<file path="config.mk">
export PLATFORM = sky130hd
export DESIGN_NAME = ethpipe_rx_drain
export DESIGN_NICKNAME = d
export VERILOG_FILES = /design/src/rtl/ethpipe_rx_drain_pkg.sv /design/src/rtl/ethpipe_rx_drain_skid.sv /design/src/rtl/ethpipe_rx_drain.sv
export SDC_FILE = /design/constraint.sdc
export NUM_CORES = 1
export LEC_CHECK = 0
export CORE_MARGIN = 5
export CORE_UTILIZATION = 40
export CTS_CLUSTER_SIZE = 12
export DETAILED_ROUTE_END_ITERATION = 10
export HOLD_SLACK_MARGIN = 0.03
export SLEW_MARGIN = 40
export SYNTH_ARGS = -nofsm -noshare
export SYNTH_HDL_FRONTEND = slang
export SYNTH_SLANG_ARGS = --single-unit
</file>
<file path="constraint.sdc">
create_clock -name pci_clk -period 7 [get_ports pci_clk]
set_clock_uncertainty 0.15 [all_clocks]
set_input_delay 1.05 -clock pci_clk [delete_from_list [all_inputs] [get_ports pci_clk]]
set_output_delay 1.05 -clock pci_clk [all_outputs]
set_load 0.005 [all_outputs]
</file>
<file path="src/rtl/ethpipe_rx_drain_pkg.sv">
// Shared definitions for the RX slot drain: FSM encoding, header size, and the
// byte-enable mapping for the final (possibly partial) data word.
package ethpipe_rx_drain_pkg;

  typedef enum logic [2:0] {
    ST_IDLE    = 3'd0,
    ST_HDR_TSH = 3'd1,
    ST_HDR_TSL = 3'd2,
    ST_HDR_LEN = 3'd3,
    ST_DATA    = 3'd4
  } rx_state_t;

  localparam int HDR_WORDS = 3;

  function automatic logic [3:0] byte_en_from_len(input logic [1:0] len_lsb);
    logic [3:0] be;
    case (len_lsb)
      2'b00:   be = 4'b1111;
      2'b01:   be = 4'b0001;
      2'b10:   be = 4'b0011;
      default: be = 4'b0111;
    endcase
    return be;
  endfunction

endpackage

</file>
<file path="src/rtl/ethpipe_rx_drain_skid.sv">
// Two-entry buffer that catches slot RAM read data (1-cycle latency) so the
// stream can stall on dout_ready without losing an in-flight word.
module ethpipe_rx_drain_skid
  import ethpipe_rx_drain_pkg::*;
#(
  parameter int WIDTH = 32
) (
  input  logic             pci_clk,
  input  logic             sys_rst,
  input  logic             push,
  input  logic [WIDTH-1:0] din,
  input  logic             pop,
  output logic [WIDTH-1:0] head,
  output logic [1:0]       count
);

  logic             wr_ptr_reg;
  logic             rd_ptr_reg;
  logic [1:0]       count_reg;
  logic [WIDTH-1:0] entry [2];

  genvar gi;
  for (gi = 0; gi < 2; gi++) begin : g_entry
    logic [WIDTH-1:0] word_reg;
    always_ff @(posedge pci_clk) begin
      if (push && (wr_ptr_reg == 1'(gi))) begin
        word_reg <= din;
      end
    end
    assign entry[gi] = word_reg;
  end

  always_ff @(posedge pci_clk) begin
    if (sys_rst) begin
      wr_ptr_reg <= 1'b0;
      rd_ptr_reg <= 1'b0;
      count_reg  <= 2'd0;
    end else begin
      if (push) wr_ptr_reg <= ~wr_ptr_reg;
      if (pop)  rd_ptr_reg <= ~rd_ptr_reg;
      case ({push, pop})
        2'b10:   count_reg <= count_reg + 2'd1;
        2'b01:   count_reg <= count_reg - 2'd1;
        default: count_reg <= count_reg;
      endcase
    end
  end

  assign head  = entry[rd_ptr_reg];
  assign count = count_reg;

endmodule

</file>
<file path="src/rtl/ethpipe_rx_drain.sv">
// RX slot drain: emits {TS hi, TS lo, length} then frame data words as a valid/ready stream.
// Build option ETHPIPE_RX_FCS_STRIP_EN removes the 4 trailing FCS bytes from the length.
module ethpipe_rx_drain
  import ethpipe_rx_drain_pkg::*;
#(
  parameter logic [10:0] DATA_START_ADDR = 11'd5,
  parameter logic [11:0] MAX_FRAME_LEN   = 12'd1518
) (
  input  logic        pci_clk,
  input  logic        sys_rst,
  input  logic        rx_complete,
  input  logic [63:0] rx_timestamp,
  input  logic [11:0] rx_frame_len,
  output logic        rx_empty,
  output logic [10:0] slot_rx_pci_address,
  output logic        slot_rx_pci_rd_en,
  input  logic [31:0] slot_rx_pci_q,
  output logic [31:0] dout,
  output logic [3:0]  dout_byte_en,
  output logic        dout_valid,
  output logic        dout_last,
  input  logic        dout_ready
);

  rx_state_t   state_reg, state_next;
  logic [63:0] ts_reg;
  logic [11:0] eff_len_reg;
  logic [12:0] rd_left_reg;
  logic [12:0] words_left_reg;
  logic [10:0] rd_addr_reg;
  logic        inflight_reg;
  logic        rx_empty_reg;

  logic [11:0] len_adj;
  logic [11:0] eff_len_in;
  logic [12:0] nwords_in;
  logic [31:0] hdr_word [HDR_WORDS];
  logic [31:0] skid_head;
  logic [1:0]  skid_count;
  logic [1:0]  skid_level;
  logic        skid_pop;
  logic        rd_room;

`ifdef ETHPIPE_RX_FCS_STRIP_EN
  assign len_adj = (rx_frame_len >= 12'd4) ? (rx_frame_len - 12'd4) : 12'd0;
`else
  assign len_adj = rx_frame_len;
`endif
  assign eff_len_in = (len_adj > MAX_FRAME_LEN) ? MAX_FRAME_LEN : len_adj;
  assign nwords_in  = ({1'b0, eff_len_in} + 13'd3) >> 2;

  assign hdr_word[0] = ts_reg[63:32];
  assign hdr_word[1] = ts_reg[31:0];
  assign hdr_word[2] = {20'h0, eff_len_reg};

  ethpipe_rx_drain_skid #(.WIDTH(32)) u_skid (
    .pci_clk (pci_clk),
    .sys_rst (sys_rst),
    .push    (inflight_reg),
    .din     (slot_rx_pci_q),
    .pop     (skid_pop),
    .head    (skid_head),
    .count   (skid_count)
  );

  // A read may issue when the word it returns is sure to find a free slot,
  // counting one being popped this same cycle; that keeps DATA bubble-free.
  assign skid_level = skid_count + {1'b0, inflight_reg};
  assign rd_room    = (skid_level < 2'd2) || ((skid_level == 2'd2) && skid_pop);
  assign slot_rx_pci_rd_en   = (state_reg != ST_IDLE) && (rd_left_reg != 13'd0) && rd_room;
  assign slot_rx_pci_address = rd_addr_reg;
  assign rx_empty            = rx_empty_reg;

  always_comb begin
    state_next   = state_reg;
    dout         = 32'h0;
    dout_byte_en = 4'h0;
    dout_valid   = 1'b0;
    dout_last    = 1'b0;
    skid_pop     = 1'b0;
    case (state_reg)
      ST_IDLE: begin
        if (rx_complete) state_next = ST_HDR_TSH;
      end
      ST_HDR_TSH: begin
        dout         = hdr_word[0];
        dout_byte_en = 4'hF;
        dout_valid   = 1'b1;
        if (dout_ready) state_next = ST_HDR_TSL;
      end
      ST_HDR_TSL: begin
        dout         = hdr_word[1];
        dout_byte_en = 4'hF;
        dout_valid   = 1'b1;
        if (dout_ready) state_next = ST_HDR_LEN;
      end
      ST_HDR_LEN: begin
        dout         = hdr_word[2];
        dout_byte_en = 4'hF;
        dout_valid   = 1'b1;
        dout_last    = (words_left_reg == 13'd0);
        if (dout_ready) state_next = dout_last ? ST_IDLE : ST_DATA;
      end
      ST_DATA: begin
        dout         = skid_head;
        dout_valid   = (skid_count != 2'd0);
        dout_last    = (words_left_reg == 13'd1);
        dout_byte_en = dout_last ? byte_en_from_len(eff_len_reg[1:0]) : 4'hF;
        skid_pop     = dout_valid && dout_ready;
        if (skid_pop && dout_last) state_next = ST_IDLE;
      end
      default: state_next = ST_IDLE;
    endcase
  end

  always_ff @(posedge pci_clk) begin
    if (sys_rst) begin
      state_reg      <= ST_IDLE;
      rx_empty_reg   <= 1'b1;
      inflight_reg   <= 1'b0;
      rd_addr_reg    <= 11'd0;
      rd_left_reg    <= 13'd0;
      words_left_reg <= 13'd0;
      ts_reg         <= 64'h0;
      eff_len_reg    <= 12'h0;
    end else begin
      state_reg    <= state_next;
      rx_empty_reg <= (state_next == ST_IDLE);
      inflight_reg <= slot_rx_pci_rd_en;
      if ((state_reg == ST_IDLE) && rx_complete) begin
        ts_reg         <= rx_timestamp;
        eff_len_reg    <= eff_len_in;
        rd_addr_reg    <= DATA_START_ADDR;
        rd_left_reg    <= nwords_in;
        words_left_reg <= nwords_in;
      end else begin
        if (slot_rx_pci_rd_en) begin
          rd_addr_reg <= rd_addr_reg + 11'd1;
          rd_left_reg <= rd_left_reg - 13'd1;
        end
        if (skid_pop) words_left_reg <= words_left_reg - 13'd1;
      end
    end
  end

endmodule
</file>
== Yosys cells after proc, flatten, opt, wreduce, memory -nomap -nowiden ==
Index checks and enable logic that the tools add are counted.
Operators by class
  $add $sub $neg: 7
  multiply operators: 0
  divide/modulo/power cells: 0
  magnitude comparators: 3
  eq/ne operators: 10
  shift operators: 0
  muxes and demuxes: 25
  bitwise operators: 3
  reductions and logical operators: 21
Operator list (count)
  32-bit case mux with 4 select lines: 1
  32-bit two-way mux: 3
  11-bit two-way mux: 4
  13-bit by 1-bit subtractor with 13-bit output (second input constant): 2
  3-bit two-way mux: 8
  3-bit case mux with 5 select lines: 1
  12-bit by 2-bit adder with 13-bit output (second input constant): 1
  13-bit by 1-bit == test with 1-bit output (second input constant): 1
  13-bit zero test: 1
  13-bit nonzero test: 1
  12-bit by 11-bit greater-than comparator with 1-bit output (second input constant): 1
  12-bit two-way mux: 1
  4-bit case mux with 3 select lines: 1
  11-bit by 1-bit adder with 11-bit output (second input constant): 1
  1-bit logical AND: 8
  4-bit case mux with 2 select lines: 1
  2-bit nonzero test: 4
  2-bit == test (second input constant): 3
  3-bit by 2-bit == test with 1-bit output (second input constant): 2
  3-bit zero test: 2
  2-bit by 1-bit == test with 1-bit output (second input constant): 2
  4-bit two-way mux: 1
  1-bit case mux with 2 select lines: 2
  2-bit case mux with 2 select lines: 1
  15 further kinds: 16
Word-level totals
  register bits: 186
  bits in latches: 0
  memory bits (writable): 0
  bits in read-only memories: 0
  word-level logic and storage cells: 85
  memories: 0

== Depth between registers and ports, before layout ==
  depth after elaboration: 8
  depth in mapped cells: 9
  depth with buffers taken out: 8

== Cells and area by module ==
From an unflattened synthesis, not the netlist that was laid out.
Unflattened totals
  cell total of the unflattened synthesis: 877
  area, all modules: 8333.0 sq um
By module, submodules not included
  ethpipe_rx_drain: times used 1, cells an instance 759, area each 5859.4 sq um, sequential area each 2362.3 sq um
  ethpipe_rx_drain_skid: times used 1, cells an instance 118, area each 2473.6 sq um, sequential area each 2001.9 sq um

== Worst setup path after synthesis ==
No wires, ideal clock.
  path kind: input to output
  start point: input port dout_ready
  end point: output port slot_rx_pci_rd_en
  arrival: 1806 ps
  path slack: 3994 ps
  stages: 5
  buffers on the path: 1
  path through: o21ai_2 -> o41ai_4 -> nand3_1 -> buf_2 -> clkinv_1
On the way
  cells in the longest elaborated chain, start to end: 5
RTL lines
  start: declaration: line ethpipe_rx_drain.sv:22  | input logic dout_ready
  1-bit logical AND: line ethpipe_rx_drain.sv:109  | skid_pop = dout_valid && dout_ready;
  1-bit two-way mux: line ethpipe_rx_drain.sv:81  | case (state_reg)
  1-bit logical AND: line ethpipe_rx_drain.sv:69  | assign rd_room = (skid_level < 2'd2) || ((skid_level == 2'd2) && skid_pop);
  1-bit logical OR: line ethpipe_rx_drain.sv:69
  1-bit logical AND: line ethpipe_rx_drain.sv:70  | assign slot_rx_pci_rd_en = (state_reg != ST_IDLE) && (rd_left_reg != 13'd0) && rd_room;
  end: declaration: line ethpipe_rx_drain.sv:16  | output logic slot_rx_pci_rd_en,
No other way between the ends.

== Worst setup path after layout ==
Ends and elaborated chain as after synthesis.

==> out/results.txt <==
slowest stage delay, CP: 0.55 ns
dpl cell area: 0.0101 sq mm
top cells by area, synth: dfxtp_1 30%, edfxtp_1 23%, nand2_1 8.1%
WHS Path Cells: 2
Initial DRC Count: 357
Max VDD drop: 0.000149 V
period utilisation layout: 64.1%
Arr. time, crit path: 3.29 ns
die area: 0.0236 sq mm
hold path start: ts_reg[5]$_SDFFE_PP0P_
via/cell ratio: 5.24
Core Footprint: 0.0203 sq mm
Synth area leader: dfxtp_1
final wirelength: 22500 um
Leak: 3.62 nW
Post-Place Cells: 1271
flop-to-flop setup slack: 4.11 ns
Final WS setup: 2.51 ns
row cnt: 52
Syn Inst Count: 885
post-synthesis register bit count: 186
critical path cell sequence: clkdlybuf4s50_1, o21ai_2, o41ai_4, nand3_1, clkinv_1, clkdlybuf4s50_1
CTS Root Cell: clkbuf_16
Final Max Tran Viols: 0
GRT Overall Usage: 18.8%
# DRC: 0
Die H: 154 um
Finished Layout Cells: 1303
setup repair bufs after CTS: 0
slowest stage cell, crit path: clkdlybuf4s50_1
max_cap viols: 0
worst r2r path cells: 6
Syn-to-layout area delta: 30.0%
Ports: 163
Worst EP required: 5.80 ns
post-synth top area share: 29.5%
Synth Area per Inst: 9.34 sq um
fin crit period: 4.49 ns
first-pass GRT wire length: 35800 um
IO buf count: 162
DIE WIDTH: 154 um
TNS Setup: 0 ns
share of layout cells above drive strength 1: 6.97%
Setup-failing EPs final: 0
# diodes: 0
fin area: 0.0107 sq mm
reg2reg start: state_reg[2]$_SDFF_PP0_
EDFF count, synth: 64
most frequent cell after synthesis: nand2_1
Routed wire per std cell: 17.2 um
Crit Path Max Fanout: 11
CP most frequent cell: clkdlybuf4s50_1
total global routing overflow: 0
DR vias: 6829
Post-Synthesis Cell Area: 0.00827 sq mm
Setup crit start kind: input port
Fin. Hold Viols: 0
Max Fclk: 0.223 GHz
CTS hold repair buffers: 0
Worst Hold Path EP: ts_reg[5]$_SDFFE_PP0P_
CTS resizes: 0
Ys Warns: 0
ys flop type: dfxtp_1
Reg clk slew, reported paths: 0.07 ns
unrepaired setup endpoints after global routing: false
largest net degree at the start of global routing: 101
CTS Buffer Depth: 2
ys async rst share: 0%
Relative slew margins: 44.6%
Hold Crit Class: reg -> reg
Max H-tree Level: 4
clock tree sinks: 186
pre-CTS setup slack: 2.49 ns
starting density of the core: 40.7%
Setup CP Type: in -> out
Power Density: 248 mW/mm^2
Clk Latency, worst-skew pair: 0.42 ns
vias in the first global route: 6595
status: completed
Synth top cells by count: 178 x nand2_1, 122 x dfxtp_1, 108 x a21oi_1
weighted congestion at the end of routability-driven global placement: 0.892
CTS tree: done
Nets: 1141
Tightest Pin Transition: 0.830 ns
Inserted Clock Buffers: 17
Routed Antenna Nets: 0
sequential area share after synthesis: 52.8%
drt pass-1 iters: 5
Worst Setup End Kind: output pin
post-DP HPWL: 15600 um
worst hold slack: 0.302 ns
initial antenna violation count: 1
Yosys cell types: 63
Syn Nets: 1006
R2R Path End: u_skid.count[1]$_SDFFE_PP0P_
layout by cell type, fill, tap and decap left out, types with 17 or more instances in the layout:
cell type / synthesis / routed
edfxtp_1: 64 / 64
xnor2_1: 19 / 19
a21oi_1: 108 / 108
dfxtp_1: 122 / 121
mux2i_1: 33 / 33
clkbuf_16: 0 / 17
nor2_1: 58 / 57
clkdlybuf4s50_1: 0 / 161
nand2_1: 178 / 177
o21ai_0: 35 / 35
metrics by stage:
step	util (%)	total power [mW]
final	52.9	2.67
after floorplan	-	1.52
after global placement	49.7	1.71
after CTS	52.9	2.69
after global routing	52.9	2.79
after detailed placement	50.0	1.72
worst max path at each step:
| stage | slack, ns | from | endpoint |
|---|---|---|---|
| 3_3_place_gp | 2.57 | dout_ready | slot_rx_pci_rd_en |
| 5_1_grt | 2.25 | state_reg[1]$_SDFF_PP0_ | dout[12] |
| 2_1_floorplan | 3.99 | dout_ready | slot_rx_pci_rd_en |
| 4_1_cts | 2.49 | dout_ready | slot_rx_pci_rd_en |
| 6_report | 2.51 | dout_ready | slot_rx_pci_rd_en |
| 3_5_place_dp | 2.49 | dout_ready | slot_rx_pci_rd_en |
routing by layer:
layer,GRT usage [%],routed length [um]
met1,26.0,10500
met2,29.5,10300
met4,5.00,368
met3,4.72,1270
met5,0,13
cells by family after synthesis:
group / Yosys count / synth area share, %
muxes: 40 / 4.95
AOI/OAI and AO/OA: 220 / 16.3
adders and majority gates: 9 / 1.36
buffers and inverters: 69 / 3.30
DFF: 186 / 52.8
and+or+nand+nor: 334 / 18.4
xor gates and xnor gates: 27 / 2.86
power breakdown:
| part | total (mW) | leakage, nW | internal (mW) | switching, mW |
|---|---|---|---|---|
| registers | 1.25 | 1.58 | 1.20 | 0.0510 |
| logic | 0.442 | 1.74 | 0.201 | 0.241 |
| clock network | 0.973 | 0.295 | 0.512 | 0.460 |
| total | 2.67 | 3.62 | 1.91 | 0.753 |
critical path: cells and delay by family:
family / cells / cell delay, ns
buffers and inverters: 3 / 1.38
AOI/OAI and AO/OA: 2 / 0.45
and+or+nand+nor: 1 / 0.40
final cells by class:
class | instances | area, sq um
clock buffer | 17 | 425
sequential | 186 | 4370
fill | 1962 | 9560
timing repair buffer | 173 | 1740
multi-input combinational | 630 | 3660
inverter | 12 | 45.0
tap | 270 | 338
clock inverter | 15 | 171
(Power assumes the default switching activity.)
